==> src/rtl/reaction_pkg.sv <==
// Shared definitions for the reaction-time game: FSM encoding and default
// timing/width constants used by the meter and the display block.
package reaction_pkg;

  typedef enum logic [1:0] {
    IDLE       = 2'd0,
    WAIT_DELAY = 2'd1,
    MEASURE    = 2'd2,
    HOLD       = 2'd3
  } state_t;

  localparam int DEF_CLKS_PER_MS  = 50000;
  localparam int DISPLAY_RESULT_W = 14;

endpackage

==> src/rtl/ms_tick_gen.sv <==
// Millisecond prescaler: one-cycle tick every CLKS_PER_MS clocks, restartable
// by a synchronous clear so the first tick lands CLKS_PER_MS cycles later.
module ms_tick_gen #(
  parameter int CLKS_PER_MS = 50000
) (
  input  logic clk,
  input  logic reset,
  input  logic clear,
  output logic tick
);

  localparam int CNT_W = (CLKS_PER_MS > 1) ? $clog2(CLKS_PER_MS) : 1;

  logic [CNT_W-1:0] r_cnt;

  assign tick = (r_cnt == CNT_W'(CLKS_PER_MS - 1));

  // NOTE: sequential state uses non-blocking assignments so every register
  // samples the pre-edge values, independent of statement order.
  always_ff @(posedge clk or posedge reset) begin
    if (reset) begin
      r_cnt <= '0;
    end else if (clear || tick) begin
      r_cnt <= '0;
    end else begin
      r_cnt <= r_cnt + 1'b1;
    end
  end

endmodule

==> src/rtl/reaction_meter.sv <==
// Reaction-time meter: after a fixed delay lights the stimulus, then counts ms
// until the button's rising edge and offers the result on a valid/ready port.
module reaction_meter
  import reaction_pkg::*;
#(
  parameter int CLKS_PER_MS = DEF_CLKS_PER_MS,
  parameter int DELAY_MS    = 2000,
  parameter int MAX_MS      = 9999,
  parameter int RESULT_W    = DISPLAY_RESULT_W
) (
  input  logic                clk,
  input  logic                reset,
  input  logic                start,
  input  logic                button,
  output logic                led_on,
  output logic [RESULT_W-1:0] result_ms,
  output logic                result_valid,
  input  logic                result_ready,
  output logic                early,
  output logic                timeout
);

  localparam int DLY_W = $clog2(DELAY_MS + 1);

  state_t              r_state;
  state_t              w_state_nxt;
  logic                r_button_q;
  logic [DLY_W-1:0]    r_dly_cnt;
  logic [RESULT_W-1:0] r_ms_cnt;
  logic [RESULT_W-1:0] r_result_ms;
  logic                r_early;
  logic                r_timeout;

  logic w_tick;
  logic w_press;
  logic w_entry;
  logic w_delay_done;
  logic w_saturate;

  assign w_press      = button & ~r_button_q;
  assign w_entry      = (w_state_nxt != r_state);
  assign w_delay_done = w_tick && (r_dly_cnt == DLY_W'(DELAY_MS - 1));
  assign w_saturate   = w_tick && (r_ms_cnt == RESULT_W'(MAX_MS - 1));

  // Restarted on every state change so each phase starts on a full millisecond.
  ms_tick_gen #(
    .CLKS_PER_MS(CLKS_PER_MS)
  ) u_tick (
    .clk  (clk),
    .reset(reset),
    .clear(w_entry),
    .tick (w_tick)
  );

  always_ff @(posedge clk or posedge reset) begin
    if (reset) begin
      r_state <= IDLE;
    end else begin
      r_state <= w_state_nxt;
    end
  end

  // NOTE: default assignment first keeps this block free of inferred latches.
  always_comb begin
    w_state_nxt = r_state;
    case (r_state)
      IDLE:       if (start) w_state_nxt = WAIT_DELAY;
      WAIT_DELAY: begin
        if (w_press)           w_state_nxt = HOLD;
        else if (w_delay_done) w_state_nxt = MEASURE;
      end
      MEASURE:    if (w_press || w_saturate) w_state_nxt = HOLD;
      HOLD:       if (result_ready) w_state_nxt = IDLE;
      default:    w_state_nxt = IDLE;
    endcase
  end

  always_comb begin
    led_on       = (r_state == MEASURE);
    result_valid = (r_state == HOLD);
    result_ms    = r_result_ms;
    early        = r_early;
    timeout      = r_timeout;
  end

  // Press beats a coincident final/saturating tick, so press is tested first.
  always_ff @(posedge clk or posedge reset) begin
    if (reset) begin
      r_button_q  <= 1'b0;
      r_dly_cnt   <= '0;
      r_ms_cnt    <= '0;
      r_result_ms <= '0;
      r_early     <= 1'b0;
      r_timeout   <= 1'b0;
    end else begin
      r_button_q <= button;

      if (w_entry) begin
        r_dly_cnt <= '0;
        r_ms_cnt  <= '0;
      end else if (w_tick) begin
        if (r_state == WAIT_DELAY) r_dly_cnt <= r_dly_cnt + 1'b1;
        if (r_state == MEASURE)    r_ms_cnt  <= r_ms_cnt + 1'b1;
      end

      case (r_state)
        IDLE: begin
          if (start) begin
            r_early   <= 1'b0;
            r_timeout <= 1'b0;
          end
        end
        WAIT_DELAY: begin
          if (w_press) begin
            r_early     <= 1'b1;
            r_result_ms <= '0;
          end
        end
        MEASURE: begin
          if (w_press) begin
            r_result_ms <= r_ms_cnt;
          end else if (w_saturate) begin
            r_result_ms <= RESULT_W'(MAX_MS);
            r_timeout   <= 1'b1;
          end
        end
        default: ;
      endcase
    end
  end

endmodule

==> config.mk <==
export PLATFORM = sky130hd
export DESIGN_NAME = reaction_meter
export DESIGN_NICKNAME = d
export VERILOG_FILES = /design/src/rtl/reaction_pkg.sv /design/src/rtl/ms_tick_gen.sv /design/src/rtl/reaction_meter.sv
export SDC_FILE = /design/constraint.sdc
export NUM_CORES = 1
export LEC_CHECK = 0
export CAP_MARGIN = 20
export CORE_UTILIZATION = 63
export CTS_CLUSTER_SIZE = 24
export DETAILED_ROUTE_END_ITERATION = 8
export GPL_TIMING_DRIVEN = 0
export PLACE_DENSITY = 0.85
export SETUP_SLACK_MARGIN = 0.15
export SYNTH_ARGS = -nofsm -noshare
export SYNTH_HDL_FRONTEND = slang
export SYNTH_HIERARCHICAL = 1
export SYNTH_SLANG_ARGS = --single-unit
export TNS_END_PERCENT = 10
==> constraint.sdc <==
create_clock -name clk -period 6.88 [get_ports clk]
set_clock_uncertainty 0.15 [all_clocks]
set_input_delay 1.72 -clock clk [delete_from_list [all_inputs] [get_ports clk]]
set_output_delay 1.72 -clock clk [all_outputs]
set_load 0.01 [all_outputs]
; Yosys cells after proc, flatten, opt, wreduce, memory -nomap -nowiden
; Index checks and enable logic that the tools add are counted.
[word_totals]
ff_bits = 60
inputBits = 5
output_inout_bits = 18
word_cells = 64
[op_classes]
n_addsub = 3
n_eq_ne = 12
n_mux = 23
bitwise = 2
reduce_logical = 16
[ops]
columns = operator, n
row1 = 2-to-1 mux 14 bit, 6
row2 = 2-to-1 mux 11 bit, 3
row3 = one-hot mux 14 bit (2 select lines), 1
row4 = adder 16 x 1 -> 16 bit (second input constant), 1
row5 = equality test 16 bit (second input constant), 1
row6 = 2-to-1 mux 16 bit, 1
row7 = adder 14 x 1 -> 14 bit (second input constant), 1
row8 = equality test 14 bit (second input constant), 1
row9 = nonzero test 2 bit, 6
row10 = adder 11 x 1 -> 11 bit (second input constant), 1
row11 = equality test 11 bit (second input constant), 1
row12 = 2-to-1 mux 2 bit, 5
row13 = one-hot mux 2 bit (4 select lines), 1
row14 = inequality test 2 bit (second input constant), 3
row15 = AND reduction 3 bit, 2
row16 = equality test 2 bit (second input constant), 2
row17 = 2-to-1 mux 1 bit, 4
row18 = one-hot mux 1 bit (2 select lines), 2
row19 = AND reduction 2 bit, 2
row20 = AND reduction 4 bit, 1
row21 = inequality test 3 x 1 -> 1 bit (second input constant), 1
row22 = equality test 2 x 1 -> 1 bit (second input constant), 1
row23 = logical AND 1 bit, 2
row24 = zero test 2 bit, 1
row25 = other kinds (5), 6

; Longest topological paths before layout
; Gate-level depths: netlist of the first run.
[depth]
word_depth = 8
mapped_depth = 12
depth_no_buf = 9

; Modules after synthesis
; Netlist of the first run, hierarchy kept.
[by_module_without_submodules]
columns = module, n_inst, cells_each, area_per_inst_um2, seq_area_each_um2
row1 = reaction_meter, 1, 227, 2337.2, 1101.1
row2 = ms_tick_gen, 1, 83, 862.1, 400.4

; Least setup slack after synthesis of the first run
; No wires, ideal clock.
[synth_path]
path_kind = input -> register
from = input result_ready
to = register u_tick.r_cnt[12]
t_arrival_ns = 3.175
required_ns = 6.661
setup_slack_ns = 3.486
cell_stages = 8
cell_sequence = nand2b_1 -> a41oi_1 -> nand4_1 -> or2_1 -> or2_1 -> buf_6 -> buf_12 -> nor2_2
[synth_between]
elab_chain_len = 5
[synth_rtl]
columns = element, line
row1 = start: declaration, reaction_meter.sv:18  ; input logic result_ready,
row2 = 2-to-1 mux 2 bit, reaction_meter.sv:73  ; HOLD: if (result_ready) w_state_nxt = IDLE;
row3 = one-hot mux 2 bit (4 select lines), reaction_meter.sv:66  ; case (r_state)
row4 = inequality test 2 bit, reaction_meter.sv:41  ; assign w_entry = (w_state_nxt != r_state);
row5 = named net w_entry, reaction_meter.sv:36  ; logic w_entry;
row6 = logical OR 1 bit, ms_tick_gen.sv:23  ; end else if (clear || tick) begin
row7 = 2-to-1 mux 16 bit, ms_tick_gen.sv:23
row8 = end signal: assignment, ms_tick_gen.sv:26  ; r_cnt <= r_cnt + 1'b1;
row9 = end: declaration, ms_tick_gen.sv:14  ; logic [CNT_W-1:0] r_cnt;
; The timed path passes the listed nets, and every way through them passes these cells.
; A chain may end at the register's enable or synchronous reset.

; Worst setup path after layout of the first run
[layout_path]
from = input result_ready
to = register u_tick.r_cnt[14]
; The elaborated chain is that of the path after synthesis.

==> metrics.txt, run 1 <==
# TYPE chip_impl_metric gauge
chip_impl_info{name="grt_setup_unrepaired",value="false"} 1
chip_impl_info{name="slowest_stage",value="sky130_fd_sc_hd__clkdlybuf4s50_1"} 1
chip_impl_metric{name="intPower",unit="uW"} 675
chip_impl_info{name="timing.critical_path.to",value="u_tick/r_cnt[14]"} 1
chip_impl_metric{name="maxSlewViolCount",unit=""} 0
chip_impl_metric{name="synthArstFlopShare",unit="%"} 100
chip_impl_metric{name="core_area",unit="sq mm"} 0.00482
chip_impl_info{name="critPathMostFrequentCell",value="sky130_fd_sc_hd__or2_1"} 1
chip_impl_metric{name="synthesis.area_per_instance",unit="sq um"} 10.3
chip_impl_metric{name="residual_drc_count",unit=""} 0
chip_impl_metric{name="mappedNetlistArea",unit="sq mm"} 0.00320
chip_impl_metric{name="layout_min_cycle_time",unit="ps"} 3720
chip_impl_metric{name="final_nets",unit=""} 356
chip_impl_metric{name="grt_pass1_vias",unit=""} 2381
chip_impl_metric{name="dr_total_vias",unit=""} 2471
chip_impl_metric{name="totalWireLength",unit="microns"} 6370
chip_impl_metric{name="seqPwrFrac",unit="%"} 36.3
chip_impl_metric{name="num_antenna_cells",unit=""} 0
chip_impl_info{name="timing.critical_path.from",value="result_ready"} 1
chip_impl_metric{name="data_arrival_time_of_the_worst_path",unit="ps"} 3840
chip_impl_metric{name="start_util",unit="%"} 66.4
chip_impl_metric{name="power.density",unit="mW/mm^2"} 294
chip_impl_metric{name="drt_first_pass_iters",unit=""} 4
chip_impl_metric{name="detail_route.vias_per_cell",unit=""} 5.95
chip_impl_metric{name="slew_headroom",unit="%"} 41.1
chip_impl_metric{name="tns",unit="ps"} 0
chip_impl_metric{name="final_hold_violations",unit=""} 0
chip_impl_metric{name="clock_power_share",unit="%"} 28.0
chip_impl_info{name="r2r_start",value="u_tick/r_cnt[0]"} 1
chip_impl_info{name="clk_root_buffer_cell",value="sky130_fd_sc_hd__clkbuf_8"} 1
chip_impl_metric{name="place.gp.congestion",unit=""} 0.875
chip_impl_metric{name="worst-r2r-setup-slack",unit="ps"} 3780
chip_impl_metric{name="wire_length_per_cell",unit="microns"} 15.3
chip_impl_metric{name="yosysSeqAreaShare",unit="%"} 46.9
chip_impl_metric{name="area_growth_syn_to_layout",unit="%"} 15.3
chip_impl_metric{name="fill_cells",unit=""} 352
chip_impl_info{name="timing.critical_path.from_type",value="input pin"} 1
chip_impl_metric{name="power.leakage",unit="nW"} 1.47
chip_impl_metric{name="floorplan.die.width",unit="microns"} 73.3
chip_impl_metric{name="path_clk_slew",unit="ps"} 70
chip_impl_info{name="cts_tree",value="done"} 1
chip_impl_metric{name="die_area",unit="sq mm"} 0.00537
chip_impl_metric{name="post_route_cells_drive_above_1_share",unit="%"} 13.2
chip_impl_info{name="netlist_top_cells_count",value="sky130_fd_sc_hd__dfrtp_1 (60), sky130_fd_sc_hd__nor3_1 (36), sky130_fd_sc_hd__xnor2_1 (33)"} 1
chip_impl_metric{name="die_y",unit="microns"} 73.3
chip_impl_metric{name="report.final.setup_viol",unit=""} 0
chip_impl_metric{name="p_total",unit="mW"} 1.09
chip_impl_metric{name="ctsLongestPathBuffers",unit=""} 2
chip_impl_info{name="worst_hold_path_type",value="flop to flop"} 1
chip_impl_metric{name="synth_enable_flop_cells",unit=""} 0
chip_impl_metric{name="detail-route-antenna-nets",unit=""} 0
chip_impl_metric{name="cts.sink_count",unit=""} 60
chip_impl_metric{name="ys_warn_count",unit=""} 6
chip_impl_info{name="synthFlopType",value="sky130_fd_sc_hd__dfrtp_1"} 1
chip_impl_metric{name="grt_start_max_net_pins",unit=""} 45
chip_impl_metric{name="grt_pass1_wl",unit="microns"} 11100
chip_impl_metric{name="clk_latency",unit="ps"} 340
chip_impl_metric{name="vdd_ir_drop_max",unit="V"} 0.000283
chip_impl_metric{name="grt_util_all_layers",unit="%"} 27.5
chip_impl_metric{name="net-switching-power",unit="uW"} 410
chip_impl_metric{name="grt_overflow_total",unit=""} 0
chip_impl_metric{name="cts.hold.buffers_added",unit=""} 0
chip_impl_metric{name="initial_antenna_violation_count",unit=""} 0
chip_impl_metric{name="mappedNetlistNets",unit=""} 323
chip_impl_metric{name="p_comb_share",unit="%"} 35.7
chip_impl_metric{name="netlist-cell-type-count",unit=""} 52
chip_impl_info{name="path_class",value="input pin to flop"} 1
chip_impl_metric{name="dpl.hpwl",unit="microns"} 4420
chip_impl_metric{name="critical_path.max_fanout",unit=""} 10
chip_impl_metric{name="cts_buffer_count",unit=""} 9
chip_impl_metric{name="synthesized_instance_count",unit=""} 310
chip_impl_info{name="end_kind",value="flop"} 1
chip_impl_metric{name="fmax",unit="MHz"} 269
chip_impl_metric{name="reg2regPathDepth",unit=""} 12
chip_impl_metric{name="period_share",unit="%"} 54.1
chip_impl_info{name="outcome",value="complete, no violations"} 1
chip_impl_metric{name="sw_frac_of_total",unit="%"} 37.8
chip_impl_metric{name="design.portCount",unit=""} 23
chip_impl_info{name="dominant_cells_by_area_after_synthesis",value="sky130_fd_sc_hd__dfrtp_1 (47%), sky130_fd_sc_hd__xnor2_1 (9.0%), sky130_fd_sc_hd__nor3_1 (5.6%), sky130_fd_sc_hd__ha_1 (3.1%), sky130_fd_sc_hd__a221o_1 (2.5%)"} 1
chip_impl_metric{name="rows",unit=""} 25
chip_impl_metric{name="cts_h_tree_lvls",unit=""} 3
chip_impl_info{name="worstPathCellList",value="clkdlybuf4s50_1 -> nand2b_1 -> a41oi_1 -> nand4_1 -> or2_1 -> or2_1 -> buf_6 -> buf_12 -> nor2_2"} 1
chip_impl_info{name="post-synth-top-area-cell",value="sky130_fd_sc_hd__dfrtp_1"} 1
chip_impl_metric{name="yosys_register_bits",unit=""} 60
chip_impl_metric{name="cts_setup_buffers",unit=""} 0
chip_impl_metric{name="drt_iter0_drc",unit=""} 249
chip_impl_metric{name="max_slew.worst_pin.slew",unit="ps"} 882
chip_impl_metric{name="critical_path.max_stage_delay",unit="ps"} 390
chip_impl_info{name="cell_with_the_most_instances_after_synthesis",value="sky130_fd_sc_hd__dfrtp_1"} 1
chip_impl_metric{name="utilization",unit="%"} 76.5
chip_impl_info{name="worstReg2RegEnd",value="u_tick/r_cnt[14]"} 1
chip_impl_metric{name="worst-endpoint-required",unit="ps"} 7000
chip_impl_metric{name="synth_top_cell_area_share",unit="%"} 46.9
chip_impl_metric{name="max-cap-violations",unit=""} 0
chip_impl_metric{name="post_cts_resized",unit=""} 0
chip_impl_metric{name="portBuffers",unit=""} 22
## layout by cell type, fill, tap and decap left out, drive strengths merged, types with 3 or more instances in the layout
master / n
nor2: 31
nand3: 16
clkbuf: 13
a31oi: 3
nor4: 10
inv: 14
xor2: 4
xnor2: 33
a221o: 8
nand2: 10
a21oi: 5
dfrtp: 60
a22o: 6
nand4: 12
o21ai: 5
ha: 8
buf: 12
clkinv: 3
clkdlybuf4s50: 22
nor3: 36
or3: 3
nand2b: 3
## kinds of logic after synthesis
kind of cell	synth area share, %
AND/OR/NAND/NOR	25.7
XOR/XNOR	10.1
buffers and inverters	4.69
multiplexers	0.313
adder cells (fa/ha/maj)	3.13
flip-flops	46.9
AO/OA/AOI/OAI	9.11
## state kept, by name, indices dropped and copies added, names as in the netlist
name          cells
timeout           1
r_state           2
early             1
r_ms_cnt         14
r_dly_cnt        11
result_ms        14
u_tick/r_cnt     16
r_button_q        1
## metrics by stage
stage | hold WS (ps) | setup slack, ps | std cells | cell area (sq um)
finish | 355 | 3160 | 415 | 3690
global route | 369 | 3020 | 415 | 3690
CTS | 357 | 3180 | 415 | 3690
detailed placement | 341 | 2840 | 399 | 3500
global placement | 322 | 2840 | 399 | 3500
floorplan | 307 | 3490 | 310 | 3200
## area by class of cell
type / count / area [sq um] / share of cell area (%)
buffer: 14 / 97.6 / 2.65
clock buffer: 11 / 131 / 3.56
clock inverter: 5 / 52.6 / 1.43
inverter: 14 / 52.6 / 1.43
multi-input combinational: 222 / 1550 / 42.0
sequential: 60 / 1500 / 40.7
tap: 67 / 83.8 / 2.27
timing repair buffer: 22 / 220 / 5.97
## routing by layer
layer / track usage (%) / wire, microns
met1: 36.1 / 2910
met2: 44.1 / 3080
met3: 6.72 / 274
met4: 10.7 / 97
met5: 0 / 0
## worst max-delay path, delay by kind of cell
kind / cells / cell delay, ps
compound gates: 1 / 260
buf+inv: 3 / 670
simple gates: 5 / 1200
## how the worst min path moves through the flow
stage	start	end	slack, ps	cells after the start
6_report	u_tick/r_cnt[0]	u_tick/r_cnt[0]	350	1
5_1_grt	u_tick/r_cnt[0]	u_tick/r_cnt[0]	370	1
4_1_cts	u_tick/r_cnt[0]	u_tick/r_cnt[0]	360	1
3_5_place_dp	result_ms[5]	result_ms[5]	340	1
3_3_place_gp	u_tick/r_cnt[0]	u_tick/r_cnt[0]	320	1
2_1_floorplan	u_tick/r_cnt[0]	u_tick/r_cnt[0]	310	1
## power groups by stage
| stage | clock network, mW | logic [mW] | registers (mW) |
|---|---|---|---|
| after floorplan | 0 | 0.299 | 0.394 |
| after global placement | 0 | 0.375 | 0.397 |
| after detailed placement | 0 | 0.382 | 0.399 |
| after CTS | 0.307 | 0.387 | 0.393 |
| after global routing | 0.326 | 0.431 | 0.396 |
| final | 0.304 | 0.388 | 0.394 |
Power figures use the tool's default switching activity.
==> run 2, diff against run 1 <==
--- a/config.mk
+++ b/config.mk
@@ -6,11 +6,11 @@
 export NUM_CORES = 1
 export LEC_CHECK = 0
 export CAP_MARGIN = 20
-export CORE_UTILIZATION = 63
+export CORE_UTILIZATION = 53
 export CTS_CLUSTER_SIZE = 24
 export DETAILED_ROUTE_END_ITERATION = 8
 export GPL_TIMING_DRIVEN = 0
-export PLACE_DENSITY = 0.85
+export PLACE_DENSITY = 0.76
 export SETUP_SLACK_MARGIN = 0.15
 export SYNTH_ARGS = -nofsm -noshare
 export SYNTH_HDL_FRONTEND = slang
==> constraint.sdc (replaced) <==
create_clock -name clk -period 3.4 [get_ports clk]
set_clock_uncertainty 0.15 [all_clocks]
set_input_delay 0.85 -clock clk [delete_from_list [all_inputs] [get_ports clk]]
set_output_delay 0.85 -clock clk [all_outputs]
set_load 0.01 [all_outputs]
==> metrics.txt, run 2 (synthesis gave the netlist of run 1 again) <==
# TYPE chip_impl_metric gauge
chip_impl_metric{name="max-cap-violations",unit=""} 0
chip_impl_metric{name="drt_iter0_drc",unit=""} 153
chip_impl_metric{name="p_comb_share",unit="%"} 38.4
chip_impl_metric{name="dr_total_vias",unit=""} 2443
chip_impl_metric{name="grt_pass1_vias",unit=""} 2320
chip_impl_metric{name="drt_first_pass_iters",unit=""} 5
chip_impl_metric{name="combined_area_of_the_multi_input_logic_cells",unit="sq mm"} 0.00156
chip_impl_metric{name="grt_pass1_wl",unit="microns"} 10900
chip_impl_metric{name="period_share",unit="%"} 90.1
chip_impl_info{name="r2r_start",value="u_tick/r_cnt[0]"} 1
chip_impl_metric{name="post_route_cells_drive_above_1_share",unit="%"} 14.5
chip_impl_metric{name="residual_drc_count",unit=""} 0
chip_impl_metric{name="design.portCount",unit=""} 23
chip_impl_metric{name="layout_min_cycle_time",unit="ps"} 3060
chip_impl_metric{name="core_area",unit="sq mm"} 0.00568
chip_impl_metric{name="portBuffers",unit=""} 22
chip_impl_metric{name="max_slew.worst_pin.slew",unit="ps"} 897
chip_impl_info{name="final_cell_mix",value="sky130_fd_sc_hd__dfrtp_1 (60), sky130_fd_sc_hd__nor3_1 (36), sky130_fd_sc_hd__xnor2_1 (33), sky130_fd_sc_hd__clkdlybuf4s50_1 (22), sky130_fd_sc_hd__nor2_1 (21)"} 1
chip_impl_info{name="grt_setup_unrepaired",value="false"} 1
chip_impl_metric{name="final_critical_path_setup_slack",unit="ps"} 336
chip_impl_metric{name="dpl.hpwl",unit="microns"} 4320
chip_impl_info{name="timing.critical_path.from",value="u_tick/r_cnt[0]"} 1
chip_impl_metric{name="detailed_place.area",unit="sq mm"} 0.00351
chip_impl_metric{name="seq_area",unit="sq mm"} 0.00150
chip_impl_metric{name="intPower",unit="mW"} 1.36
chip_impl_metric{name="area_growth_syn_to_layout",unit="%"} 16.2
chip_impl_metric{name="grt_start_max_net_pins",unit=""} 45
chip_impl_metric{name="detail-route-antenna-nets",unit=""} 0
chip_impl_metric{name="seqPwrFrac",unit="%"} 35.7
chip_impl_metric{name="timing.hold.ws",unit="ps"} 339
chip_impl_metric{name="final_nets",unit=""} 359
chip_impl_info{name="worst_hold_path_type",value="flop to flop"} 1
chip_impl_info{name="outcome",value="complete, no violations"} 1
chip_impl_metric{name="die_y",unit="microns"} 79.7
chip_impl_metric{name="cts.hold.buffers_added",unit=""} 0
chip_impl_metric{name="flip_flop_count_of_the_largest_register_after_layout",unit=""} 16
chip_impl_metric{name="fin_area",unit="sq mm"} 0.00372
chip_impl_metric{name="cts_buffer_count",unit=""} 9
chip_impl_info{name="clk_root_buffer_cell",value="sky130_fd_sc_hd__clkbuf_8"} 1
chip_impl_info{name="end_kind",value="flop"} 1
chip_impl_metric{name="wire_length_per_cell",unit="microns"} 14.8
chip_impl_metric{name="clock_power_share",unit="%"} 25.9
chip_impl_metric{name="rows",unit=""} 27
chip_impl_metric{name="sw_frac_of_total",unit="%"} 38.6
chip_impl_info{name="cts_tree",value="done"} 1
chip_impl_info{name="hold_start",value="u_tick/r_cnt[0]"} 1
chip_impl_metric{name="power.leakage",unit="nW"} 1.48
chip_impl_metric{name="cts.sink_count",unit=""} 60
chip_impl_metric{name="grt_overflow_total",unit=""} 0
chip_impl_metric{name="floorplan.die.width",unit="microns"} 79.7
chip_impl_metric{name="place.gp.congestion",unit=""} 0.832
chip_impl_metric{name="die_area",unit="sq mm"} 0.00635
chip_impl_metric{name="maxSlewViolCount",unit=""} 0
chip_impl_metric{name="data_arrival_time_of_the_worst_path",unit="ps"} 3140
chip_impl_metric{name="num_antenna_cells",unit=""} 0
chip_impl_metric{name="ctsLongestPathBuffers",unit=""} 2
chip_impl_metric{name="fmax",unit="MHz"} 326
chip_impl_metric{name="net-switching-power",unit="uW"} 856
chip_impl_metric{name="slew_headroom",unit="%"} 40.1
chip_impl_metric{name="worst-endpoint-required",unit="ps"} 3470
chip_impl_metric{name="totalWireLength",unit="microns"} 6260
chip_impl_metric{name="fill_cells",unit=""} 453
chip_impl_metric{name="tns",unit="ps"} 0
chip_impl_metric{name="path_clk_slew",unit="ps"} 70
chip_impl_info{name="leading_cell_type_in_the_layout_fill_and_taps_excluded",value="sky130_fd_sc_hd__dfrtp_1"} 1
chip_impl_metric{name="power.density",unit="mW/mm^2"} 597
chip_impl_info{name="regMostFlops",value="u_tick/r_cnt"} 1
chip_impl_metric{name="clk_latency",unit="ps"} 330
chip_impl_metric{name="initial_antenna_violation_count",unit=""} 0
chip_impl_metric{name="critical_path.max_fanout",unit=""} 10
chip_impl_metric{name="cts_h_tree_lvls",unit=""} 3
chip_impl_metric{name="final_hold_violations",unit=""} 0
chip_impl_metric{name="report.final.setup_viol",unit=""} 0
chip_impl_metric{name="vdd_ir_drop_max",unit="V"} 0.000501
chip_impl_info{name="timing.critical_path.from_type",value="flop"} 1
chip_impl_metric{name="post-place-ws",unit="ps"} 206
chip_impl_metric{name="start_util",unit="%"} 56.4
chip_impl_metric{name="detail_route.vias_per_cell",unit=""} 5.78
chip_impl_info{name="path_class",value="flop to flop"} 1
chip_impl_metric{name="grt_util_all_layers",unit="%"} 22.4
## run 2: cell types whose count changed in the layout (fill, tap and decap cells not counted), sizes merged
| cell | delta |
|---|---|
| buf | +3 |
| bufinv | -1 |
| clkinvlp | +1 |
## run 2: final timing paths
check	to	slack [ps]	depth (start not counted)
setup / recovery	u_tick/r_cnt[7]	340	12
hold / removal	u_tick/r_cnt[0]	340	1
setup reg to reg	u_tick/r_cnt[7]	340	12
hold reg to reg	u_tick/r_cnt[0]	340	1
max in group asynchronous	r_dly_cnt[7]	1630	2
min in group asynchronous	u_tick/r_cnt[8]	780	2
## run 2: final cells by class
type,instances,share of cell area (%)
clock inverters,5,1.01
clock buffers,11,3.80
well taps,72,2.42
flip-flops and latches,60,40.4
inverters,14,1.41
repair buffers,25,6.53
multi-input cells,222,41.8
plain buffers,14,2.62
## run 2: metrics by stage
step | total power [mW] | util [%] | std cells
after floorplan | 1.40 | - | 310
after global placement | 1.58 | 61.8 | 404
after detailed placement | 1.60 | 61.8 | 404
after CTS | 2.17 | 65.0 | 420
after global routing | 2.36 | 65.5 | 423
final | 2.22 | 65.5 | 423
## run 2: per-layer routing
layer  share of wire, %  track usage (%)  up-vias
li1                   -                -     1197
met1                 45             29.5     1184
met2                 50             36.0       57
met3                4.2             6.06        5
met4               0.67             6.73        0
met5                  0                0        -
## run 2: critical path, stage by stage, from the launching register on
cell and delay [ps]:
sky130_fd_sc_hd__dfrtp_1 400, sky130_fd_sc_hd__ha_1 220, sky130_fd_sc_hd__and3_1 230, sky130_fd_sc_hd__and4_4 220
sky130_fd_sc_hd__buf_4 170, sky130_fd_sc_hd__nand4bb_1 140, sky130_fd_sc_hd__or3_1 440, sky130_fd_sc_hd__o2bb2ai_2 360
sky130_fd_sc_hd__or2_1 190, sky130_fd_sc_hd__or2_1 120, sky130_fd_sc_hd__buf_6 120, sky130_fd_sc_hd__buf_12 140
sky130_fd_sc_hd__nor2_2 50
## run 2: repair_timing
item,CTS,global route
setup endpoints to repair,0,9
endpoints found under the hold margin,0,0
gates resized for setup,0,1
setup buffers,0,3
## run 2: power groups by stage
stage               clock network [mW]  logic, mW  registers [mW]
finish                           0.575      0.851           0.793
global route                     0.624      0.934           0.801
detailed placement                   0      0.789           0.807
global placement                     0      0.776           0.804
floorplan                            0      0.605           0.797
CTS                              0.589      0.792           0.793
==> run 3, diff against run 2 <==
--- a/config.mk
+++ b/config.mk
@@ -10,7 +10,8 @@
 export CTS_CLUSTER_SIZE = 24
 export DETAILED_ROUTE_END_ITERATION = 8
 export GPL_TIMING_DRIVEN = 0
-export PLACE_DENSITY = 0.76
+export PLACE_DENSITY_LB_ADDON = 0.1
+export RECOVER_POWER = 100
 export SETUP_SLACK_MARGIN = 0.15
 export SYNTH_ARGS = -nofsm -noshare
 export SYNTH_HDL_FRONTEND = slang
==> metrics.txt, run 3 (synthesis gave the netlist of run 1 again) <==
# TYPE chip_impl_metric gauge
chip_impl_metric{name="vdd_ir_drop_max",unit="V"} 0.000660
chip_impl_metric{name="clk_latency",unit="ps"} 330
chip_impl_metric{name="maxSlewViolCount",unit=""} 45
chip_impl_metric{name="die_area",unit="sq mm"} 0.00635
chip_impl_metric{name="rows",unit=""} 27
chip_impl_metric{name="grt_pass1_wl",unit="microns"} 10700
chip_impl_info{name="regMostFlops",value="u_tick/r_cnt"} 1
chip_impl_metric{name="post_cts_resized",unit=""} 0
chip_impl_info{name="grt_setup_unrepaired",value="false"} 1
chip_impl_metric{name="slew_headroom",unit="%"} -26.7
chip_impl_info{name="slowest_stage",value="sky130_fd_sc_hd__or4_1"} 1
chip_impl_metric{name="die_y",unit="microns"} 79.7
chip_impl_metric{name="worst-endpoint-required",unit="ps"} 3450
chip_impl_metric{name="final_hold_violations",unit=""} 0
chip_impl_metric{name="initial_antenna_violation_count",unit=""} 0
chip_impl_metric{name="portBuffers",unit=""} 22
chip_impl_metric{name="detail-route-antenna-nets",unit=""} 0
chip_impl_info{name="critPathMostFrequentCell",value="sky130_fd_sc_hd__buf_4"} 1
chip_impl_metric{name="flip_flop_count_of_the_largest_register_after_layout",unit=""} 16
chip_impl_metric{name="final_nets",unit=""} 360
chip_impl_info{name="cts_tree",value="done"} 1
chip_impl_metric{name="wire_length_per_cell",unit="microns"} 15.1
chip_impl_info{name="worstPathCellList",value="ha_1 -> and3_1 -> and4_2 -> buf_4 -> nand4bb_1 -> or4_1 -> nand4_1 -> buf_4 -> clkbuf_1 -> nor3_1"} 1
chip_impl_metric{name="ctsLongestPathBuffers",unit=""} 2
chip_impl_metric{name="cts_h_tree_lvls",unit=""} 3
chip_impl_info{name="worst_hold_path_type",value="flop to flop"} 1
chip_impl_metric{name="cts.sink_count",unit=""} 60
chip_impl_metric{name="critPathBufInv",unit=""} 3
chip_impl_metric{name="max-cap-violations",unit=""} 1
chip_impl_metric{name="final_critical_path_setup_slack",unit="ps"} 300
chip_impl_metric{name="data_arrival_time_of_the_worst_path",unit="ps"} 3150
chip_impl_info{name="violations",value="capacitance limit, slew limit"} 1
chip_impl_metric{name="start_util",unit="%"} 56.4
chip_impl_metric{name="totalWireLength",unit="microns"} 6380
chip_impl_metric{name="drt_first_pass_iters",unit=""} 4
chip_impl_metric{name="core_area",unit="sq mm"} 0.00568
chip_impl_metric{name="critical_path.max_fanout",unit=""} 10
chip_impl_info{name="end_kind",value="flop"} 1
chip_impl_metric{name="design.portCount",unit=""} 23
chip_impl_metric{name="report.final.setup_viol",unit=""} 0
chip_impl_metric{name="drt_iter0_drc",unit=""} 206
chip_impl_metric{name="place.gp.congestion",unit=""} 0.883
chip_impl_info{name="critPathTopFamily",value="simple AND/OR/NAND/NOR gates"} 1
chip_impl_metric{name="area_growth_syn_to_layout",unit="%"} 15.9
chip_impl_metric{name="cts_setup_buffers",unit=""} 0
chip_impl_info{name="timing.critical_path.from_type",value="flop"} 1
chip_impl_metric{name="cts.hold.buffers_added",unit=""} 0
chip_impl_metric{name="post-place-ws",unit="ps"} 184
chip_impl_metric{name="fill_cells",unit=""} 452
chip_impl_metric{name="tns",unit="ps"} 0
chip_impl_metric{name="detail_route.vias_per_cell",unit=""} 5.79
chip_impl_metric{name="cts_buffer_count",unit=""} 9
chip_impl_metric{name="fmax",unit="MHz"} 323
chip_impl_info{name="final_cell_mix",value="sky130_fd_sc_hd__dfrtp_1 (60), sky130_fd_sc_hd__nor3_1 (36), sky130_fd_sc_hd__xnor2_1 (33), sky130_fd_sc_hd__nor2_1 (30), sky130_fd_sc_hd__dlygate4sd3_1 (19)"} 1
chip_impl_info{name="leading_cell_type_in_the_layout_fill_and_taps_excluded",value="sky130_fd_sc_hd__dfrtp_1"} 1
chip_impl_info{name="clk_root_buffer_cell",value="sky130_fd_sc_hd__clkbuf_8"} 1
chip_impl_metric{name="grt_start_max_net_pins",unit=""} 45
chip_impl_metric{name="grt_overflow_total",unit=""} 0
chip_impl_metric{name="residual_drc_count",unit=""} 0
chip_impl_metric{name="num_antenna_cells",unit=""} 0
chip_impl_info{name="outcome",value="finished with violations"} 1
chip_impl_metric{name="post_route_cells_drive_above_1_share",unit="%"} 10.2
chip_impl_metric{name="power.leakage",unit="nW"} 1.56
chip_impl_metric{name="grt_util_all_layers",unit="%"} 22.1
chip_impl_metric{name="dr_total_vias",unit=""} 2455
chip_impl_metric{name="dpl.hpwl",unit="microns"} 4420
chip_impl_metric{name="period_share",unit="%"} 91.2
chip_impl_metric{name="power.density",unit="mW/mm^2"} 608
chip_impl_metric{name="p_total",unit="mW"} 2.25
chip_impl_metric{name="layout_min_cycle_time",unit="ps"} 3100
chip_impl_metric{name="floorplan.die.width",unit="microns"} 79.7
chip_impl_metric{name="critical_path.max_stage_delay",unit="ps"} 550
chip_impl_info{name="path_class",value="flop to flop"} 1
chip_impl_metric{name="max_slew.worst_pin.slew",unit="ps"} 1900
chip_impl_metric{name="path_clk_slew",unit="ps"} 70
chip_impl_metric{name="grt_pass1_vias",unit=""} 2274
[run 3: cell types whose count changed in the layout (fill, tap and decap cells not counted), moves of 2 or more]
| cell | change |
|---|---|
| sky130_fd_sc_hd__clkdlybuf4s50_1 | -19 |
| sky130_fd_sc_hd__o41ai_2 | -2 |
| sky130_fd_sc_hd__buf_2 | -2 |
| sky130_fd_sc_hd__nor2_2 | -9 |
| sky130_fd_sc_hd__clkbuf_4 | +2 |
| sky130_fd_sc_hd__clkbuf_1 | +2 |
| sky130_fd_sc_hd__dlygate4sd3_1 | +19 |
| sky130_fd_sc_hd__o41ai_1 | +2 |
| sky130_fd_sc_hd__buf_4 | -2 |
| sky130_fd_sc_hd__clkinv_4 | -2 |
| sky130_fd_sc_hd__nor2_1 | +9 |
[run 3: power breakdown]
group / total (mW) / internal, mW / leakage [nW] / switching [mW]
Sequential: 0.793 / 0.750 / 0.830 / 0.0435
Clock: 0.657 / 0.376 / 0.102 / 0.281
Combinational: 0.804 / 0.307 / 0.627 / 0.498
Total: 2.25 / 1.43 / 1.56 / 0.822
[run 3: worst paths after layout]
kind / start / end / cells past startpoint / slack, ps
max: u_tick/r_cnt[0] / r_dly_cnt[6] / 10 / 300
min reg2reg: u_tick/r_cnt[0] / u_tick/r_cnt[0] / 1 / 330
min in group asynchronous: reset / u_tick/r_cnt[0] / 2 / 770
min: u_tick/r_cnt[0] / u_tick/r_cnt[0] / 1 / 330
max reg2reg: u_tick/r_cnt[0] / r_dly_cnt[6] / 10 / 300
max in group asynchronous: reset / result_ms[10] / 3 / 610
[run 3: metal layers]
layer  global-route usage, %  vias up  part of all wire (%)
met5                       0        -                     0
met3                    4.11       12                   5.1
met2                    35.0       85                    46
met4                    10.4        0                   2.2
met1                    29.2     1153                    46
li1                        -     1205                     -
[run 3: layout make-up]
cell class | count | area, sq um | share of cell area (%)
tap | 72 | 90.1 | 2.43
clock buffer | 12 | 155 | 4.18
clock inverter | 4 | 47.5 | 1.28
sequential | 60 | 1500 | 40.5
multi-input combinational | 222 | 1510 | 40.7
timing repair buffer | 26 | 255 | 6.88
buffer | 14 | 95.1 | 2.56
inverter | 14 | 52.6 | 1.42
[run 3: metrics by stage]
stage / instance area [sq um] / std cells / hold WS, ps / util (%)
after floorplan: 3200 / 310 / 307 / -
after global placement: 3510 / 404 / 327 / 61.8
after detailed placement: 3530 / 405 / 329 / 62.2
after CTS: 3730 / 421 / 340 / 65.8
after global routing: 3710 / 424 / 352 / 65.3
final: 3710 / 424 / 332 / 65.3
[run 3: worst register-to-register path, delay by kind of cell (launching register included)]
kind / cells / cell delay [ps]
buf+inv: 3 / 720
simple gates: 6 / 1490
fa+ha+maj: 1 / 220
flops: 1 / 390
